$ cat src/rtl/tlb_op_ctrl_pkg.sv
// Shared definitions for the CP0 TLB-management sequencer.
//   TLB_LINE_NUM      : number of TLB entries
//   LOG2_TLB_LINE_NUM : TLB index width
//   INDEX_BITS        : width of the CP0 Index register / tlb Index_out
//   tlb_op_e          : TLB instruction encoding carried on op_type
//   op_state_e        : sequencer FSM states
package tlb_op_ctrl_pkg;

  localparam int unsigned TLB_LINE_NUM      = 8;
  localparam int unsigned LOG2_TLB_LINE_NUM = 3;
  localparam int unsigned INDEX_BITS        = 32;

  typedef enum logic [1:0] {
    TLBOP_P  = 2'b00,
    TLBOP_R  = 2'b01,
    TLBOP_WI = 2'b10,
    TLBOP_WR = 2'b11
  } tlb_op_e;

  typedef enum logic [1:0] {
    ST_IDLE,
    ST_ISSUE,
    ST_FIN
  } op_state_e;

endpackage

$ cat src/rtl/tlb_op_ctrl_random_ctr.sv
// CP0 Random register: counts down from TLB_LINE_NUM-1 to Wired, then wraps.
//   clk, rst  : clock, asynchronous active-high reset
//   wired_in  : current CP0 Wired value (lower bound of the count)
//   wired_we  : Wired being written; restarts the count at the top
//   hold      : freeze the count (keeps the TLBWR index stable)
//   random    : current Random value
module tlb_random_ctr
  import tlb_op_ctrl_pkg::*;
#(
  parameter int unsigned TLB_LINE_NUM      = tlb_op_ctrl_pkg::TLB_LINE_NUM,
  parameter int unsigned LOG2_TLB_LINE_NUM = tlb_op_ctrl_pkg::LOG2_TLB_LINE_NUM
) (
  input  logic                         clk,
  input  logic                         rst,
  input  logic [LOG2_TLB_LINE_NUM-1:0] wired_in,
  input  logic                         wired_we,
  input  logic                         hold,
  output logic [LOG2_TLB_LINE_NUM-1:0] random
);

  localparam logic [LOG2_TLB_LINE_NUM-1:0] TOP = LOG2_TLB_LINE_NUM'(TLB_LINE_NUM - 1);

  // Reaching 0 below Wired (Wired raised without wired_we) also wraps to the
  // top so the count stays modulo TLB_LINE_NUM for non-power-of-two sizes.
  always_ff @(posedge clk or posedge rst) begin
    if (rst)
      random <= TOP;
    else if (wired_we)
      random <= TOP;
    else if (hold)
      random <= random;
    else if (random == wired_in)
      random <= TOP;
    else if (random == '0)
      random <= TOP;
    else
      random <= random - LOG2_TLB_LINE_NUM'(1);
  end

endmodule

$ cat src/rtl/tlb_op_ctrl.sv
// Sequencer for TLBP/TLBR/TLBWI/TLBWR issued from M stage.
//   op_valid/op_type/flushM : M-stage instruction and flush
//   op_busy/op_done         : stall request and one-cycle completion pulse
//   tlbp/tlbr/tlbwi/tlbwr   : one-cycle command strobes to the tlb block
//   tlb_index_in            : tlb probe result (bit31 = miss)
//   index_we/index_wdata    : CP0 Index write-back (TLBP)
//   entry_we                : CP0 EntryHi/PageMask/EntryLo write-back (TLBR)
//   flush_fetch             : refetch request after a TLB write
//   wired_in/wired_we       : CP0 Wired value and write strobe
//   random_out              : CP0 Random, zero-extended
module tlb_op_ctrl
  import tlb_op_ctrl_pkg::*;
#(
  parameter int unsigned TLB_LINE_NUM      = tlb_op_ctrl_pkg::TLB_LINE_NUM,
  parameter int unsigned LOG2_TLB_LINE_NUM = tlb_op_ctrl_pkg::LOG2_TLB_LINE_NUM
) (
  input  logic                         clk,
  input  logic                         rst,
  input  logic                         op_valid,
  input  logic [1:0]                   op_type,
  input  logic                         flushM,
  output logic                         op_busy,
  output logic                         op_done,
  output logic                         tlbp,
  output logic                         tlbr,
  output logic                         tlbwi,
  output logic                         tlbwr,
  input  logic [INDEX_BITS-1:0]        tlb_index_in,
  output logic                         index_we,
  output logic [INDEX_BITS-1:0]        index_wdata,
  output logic                         entry_we,
  output logic                         flush_fetch,
  input  logic [LOG2_TLB_LINE_NUM-1:0] wired_in,
  input  logic                         wired_we,
  output logic [31:0]                  random_out
);

  op_state_e                    state_q, state_d;
  tlb_op_e                      op_q;
  logic                         accept;
  logic [LOG2_TLB_LINE_NUM-1:0] random_q;

  always_ff @(posedge clk or posedge rst) begin
    if (rst) begin
      state_q     <= ST_IDLE;
      op_q        <= TLBOP_P;
      index_wdata <= '0;
    end else begin
      state_q <= state_d;
      if (accept)
        op_q <= tlb_op_e'(op_type);
      if (state_q == ST_ISSUE && op_q == TLBOP_P)
        index_wdata <= tlb_index_in;
    end
  end

  always_comb begin
    state_d     = state_q;
    accept      = 1'b0;
    op_busy     = 1'b0;
    op_done     = 1'b0;
    tlbp        = 1'b0;
    tlbr        = 1'b0;
    tlbwi       = 1'b0;
    tlbwr       = 1'b0;
    index_we    = 1'b0;
    entry_we    = 1'b0;
    flush_fetch = 1'b0;
    case (state_q)
      ST_IDLE: begin
        accept  = op_valid & ~flushM;
        op_busy = accept;
        if (accept)
          state_d = ST_ISSUE;
      end
      // flushM is ignored from here on: the op is committed.
      ST_ISSUE: begin
        op_busy = 1'b1;
        state_d = ST_FIN;
        case (op_q)
          TLBOP_P:  tlbp  = 1'b1;
          TLBOP_R:  tlbr  = 1'b1;
          TLBOP_WI: tlbwi = 1'b1;
          default:  tlbwr = 1'b1;
        endcase
      end
      ST_FIN: begin
        op_done = 1'b1;
        state_d = ST_IDLE;
        case (op_q)
          TLBOP_P: index_we    = 1'b1;
          TLBOP_R: entry_we    = 1'b1;
          default: flush_fetch = 1'b1;
        endcase
      end
      default: state_d = ST_IDLE;
    endcase
  end

  tlb_random_ctr #(
    .TLB_LINE_NUM      (TLB_LINE_NUM),
    .LOG2_TLB_LINE_NUM (LOG2_TLB_LINE_NUM)
  ) u_random (
    .clk      (clk),
    .rst      (rst),
    .wired_in (wired_in),
    .wired_we (wired_we),
    .hold     (state_q == ST_ISSUE),
    .random   (random_q)
  );

  assign random_out = {{(32 - LOG2_TLB_LINE_NUM){1'b0}}, random_q};

endmodule
$ cat config.mk
export PLATFORM = sky130hd
export DESIGN_NAME = tlb_op_ctrl
export DESIGN_NICKNAME = d
export VERILOG_FILES = /design/src/rtl/tlb_op_ctrl_pkg.sv /design/src/rtl/tlb_op_ctrl_random_ctr.sv /design/src/rtl/tlb_op_ctrl.sv
export SDC_FILE = /design/constraint.sdc
export NUM_CORES = 1
export LEC_CHECK = 0
export ABC_AREA = 1
export CORE_MARGIN = 1.5
export CORE_UTILIZATION = 38
export CTS_BUF_LIST = sky130_fd_sc_hd__clkbuf_4
export CTS_CLUSTER_SIZE = 16
export DETAILED_ROUTE_END_ITERATION = 8
export PLACE_DENSITY_LB_ADDON = 0.12
export SETUP_SLACK_MARGIN = 0.2
export SLEW_MARGIN = 20
export SYNTH_ARGS = -nofsm -noshare
export SYNTH_HDL_FRONTEND = slang
export SYNTH_SLANG_ARGS = --single-unit
$ cat constraint.sdc
create_clock -name clk -period 1.7 [get_ports clk]
set_input_delay 0.425 -clock clk [delete_from_list [all_inputs] [get_ports clk]]
set_output_delay 0.425 -clock clk [all_outputs]
set_load 0.02 [all_outputs]
Yosys cells after proc, flatten, opt, wreduce, memory -nomap -nowiden. Cells that the tools add are included.

Register bits after elaboration: 39. Input port bits: 42. Output and inout bits: 73. Logic and storage cells: 41.

$add $sub $neg: 1. Equality and inequality tests: 7. Multiplexer cells: 21. Bitwise gates (word level): 2. Reductions and logical operators: 6.

Operators with widths (count): $mux W1 (14); $mux W3 (4); $eq A2 B1 Y1 const B (2); $eq A2 B2 Y1 const B (2); $logic_not A2 Y1 (2); $ne A2 B2 Y1 const B (2); $pmux W2 S2 (1); $eq A3 B3 Y1 (1); $logic_not A3 Y1 (1); $reduce_or A3 Y1 (1); $sub A3 B1 Y3 const B (1); $mux W2 (1); $pmux W1 S2 (1); $reduce_or A2 Y1 (1); $and A1 B1 Y1 (1); $logic_and A1 B1 Y1 (1); $not A1 Y1 (1).

Logic depth before layout (Yosys ltp).
Depth after elaboration: 5. Depth in mapped cells: 8. Mapped depth without buffers: 7.

Hierarchy. Synthesis repeated with hierarchy kept, for this count alone.

Cell total of the unflattened synthesis: 236. Area total of the unflattened synthesis: 1981.9 µm².

By module, submodules not included: tlb_op_ctrl (times used 1, cells each 202, area an instance 1752.9 µm², sequential area each 900.9 µm²); tlb_random_ctr (times used 1, cells each 34, area an instance 229.0 µm², sequential area each 78.8 µm²).

Worst setup path before layout. Ideal clock, no wire load.

Path kind: register to output. Start: register state_q[0]. End: output port entry_we. Arrival time: 1315 ps. Data required time: 1275 ps. Path slack: -40 ps. Cell stages (with the launch flop): 4. Buffers on the path: 0. Path through: dfrtp_1 nor2_1 inv_1 nor3_1.

Word-level cells in the longest chain between the ends: 2.

Ends and longest elaborated chain: start, declared (RTL line tlb_op_ctrl.sv:38) `op_state_e state_q, state_d;`; start signal, assigned (RTL line tlb_op_ctrl.sv:49) `state_q <= state_d;`; $eq A2 B2 Y1 (RTL line tlb_op_ctrl.sv:69) `case (state_q)`; $mux W1 (RTL line tlb_op_ctrl.sv:69); end, declared (RTL line tlb_op_ctrl.sv:31) `output logic entry_we,`.

No other way between the ends.

Final worst setup path.
Start: register state_q[1]. End: output port entry_we.

Same word-level chain as after synthesis.

==> out/metrics.yaml <==
gp_congestion: 0.7619
grtUsageMet1_pct: 18.61
drv_slew: 0
grt_max_degree: 33
crit_path_start_kind: "flop"
final_cell_mix: "nand2_1 (96), clkdlybuf4s50_1 (40), dfrtp_1 (35)"
fin_cells: 395
die_h_um: 73.84
drt_first_pass_iters: 4
clockBufferDepth: 2
routed_wl_um: 4265
setup_viol: 4
routed-via-count: 1621
synthCells: 226
gr-usage-all-layers_pct: 15.74
synth_top_cell_area_share_pct: 47.24
p_leak_nw: 1.515
clock_latency_ps: 340
skew_ps: 13.34
fp.dieW_um: 73.84
maxCapViolations: 0
worstPathArrival_ps: 1320
antenna_left: 0
grt_pass1_wl_um: 6513
hold_class: "in -> async"
avgSynthCellArea_um2: 8.437
core_um2: 4786
drtIter0Drc: 28
syn_to_final_growth_pct: 48.88
cts-root-buf: "clkbuf_4"
cts_tree: "built"
pre_cts_slack_ps: -440.9
design_area_um2: 2839
place_hpwl_um: 2927
ys_warn_count: 0
start_util_pct: 39.84
h-tree-depth: 2
p_per_area_nw_per_um2: 1325
crit_type: "reg -> out"
power_mw: 3.762
yosysTopAreaCell: "dfrtp_1"
hold_viol: 0
required_ps: 1270
grt_pass1_vias: 1421
dp.cells: 380
path_clk_slew_ps: 120
period_share_pct: 102.6
min_period_ps: 1744
clock_sinks: 39
cts_hold_buf: 0
wire_per_inst_um: 10.80
critPathCaptureType: "output port"
viasPerCell: 4.104
fmax_ghz: 0.5735
placed_cell_area_um2: 2764
synth-seq-cells: 39
gr-max-usage-layer: "met2"
portBuffers: 85
pin_count: 115
yosys-top-cells-area: "dfrtp_1 (47%), nand2_1 (19%), buf_4 (11%)"
std_cell_rows: 25
cp_max_fo: 3
drc_errors: 0
syn-cell-area_um2: 1907
status: "finished, violations left"
ys_seq_area_share_pct: 51.38
synth.distinct_cells: 21
layout_setup_ws_ps: -43.83
ir_drop_uv: 680.3
final_common_cell: "nand2_1"
tns_ps: -114.2
drive_gt1_share_pct: 28.05
grt-ovfl-total: 0
rsz0062_at_grt: "yes"
numCtsBuffers: 5
nNetsFinal: 371
antenna_found_initial: 0
use_met2_pct: 26.33
fp.dieArea_um2: 5452
grtUsageMet3_pct: 6.036
antenna_cells: 0
violations: "setup timing"
[final timing paths]
kind                                        startpoint                        endpoint  slack [ps]  cells past startpoint
max                             state_q[1]$_DFFE_PP0P_                        entry_we         -40                      5
min                                                rst     index_wdata[19]$_DFFE_PP0P_         410                      3
max reg2reg                     state_q[1]$_DFFE_PP0P_     index_wdata[25]$_DFFE_PP0P_         280                      8
min reg2reg                index_wdata[15]$_DFFE_PP0P_     index_wdata[15]$_DFFE_PP0P_         490                      2
max in group asynchronous                          rst  u_random.random[1]$_DFFE_PP1P_        1060                      3
min in group clk           index_wdata[15]$_DFFE_PP0P_     index_wdata[15]$_DFFE_PP0P_         490                      2
[area by class of cell]
type	instances	area, um2
tap	67	83.83
inverter	17	71.32
multi-input combinational	163	760.7
fill	454	1947
sequential	39	980.9
clock buffer	6	45.04
clock inverter	2	12.51
timing repair buffer	101	884.6
[repair_timing]
item,CTS,global route
setup buffers,1,6
cloned,0,0
resized for setup,131,51
setup endpoints to repair,44,62
pin swaps,5,1
[synthesized netlist by cell type]
master   number
and3_1        1
buf_2         3
nand2_2      10
nand2_1      98
inv_2         2
inv_4         1
a21oi_1       3
buf_4        29
nor2_1        9
o21ai_0       2
conb_1        1
nor3_1        5
nand3_4       1
buf_12        1
nand3_1       2
xnor2_1       1
ha_1          2
inv_1        14
dfstp_2       3
buf_6         2
dfrtp_1      36
[critical path, stage by stage (launching register included)]
cell	delay, ps
dfrtp_1	390
inv_2	80
nor2_4	140
inv_4	70
nor3_4	160
buf_6	150
[where the power goes]
part           total (mW)  switching (mW)  internal, mW
Combinational        1.73            1.06         0.672
Sequential           1.55           0.220          1.33
Clock               0.481           0.305         0.176
Total                3.76            1.59          2.18
[metrics by stage]
| step | utilization, % | hold WS (ps) |
|---|---|---|
| after floorplan | - | 528.9 |
| after global placement | 57.75 | 462.6 |
| after detailed placement | 57.75 | 464.4 |
| after CTS | 59.19 | 389.4 |
| after global routing | 59.32 | 411.7 |
| final | 59.32 | 408.1 |
[registers in the layout, indices dropped and copies added, names as in the netlist]
signal	flops
u_random.random	3
state_q	2
op_q	2
index_wdata	32
[routing by layer]
metal,part of all wire (%),up-vias
met2,50,66
met5,0,-
li1,-,817
met4,1.4,0
met1,41,732
met3,7.4,6
[kinds of logic after synthesis]
family,Yosys count,share of synthesized area (%)
flip-flops,39,51.38
XOR/XNOR,1,0.4594
AO/OA/AOI/OAI,5,1.312
buffers and inverters,52,17.91
adder cells (fa/ha/maj),2,1.312
other,1,0.1967
AND/OR/NAND/NOR,126,27.43
Power figures use the tool's default switching activity.
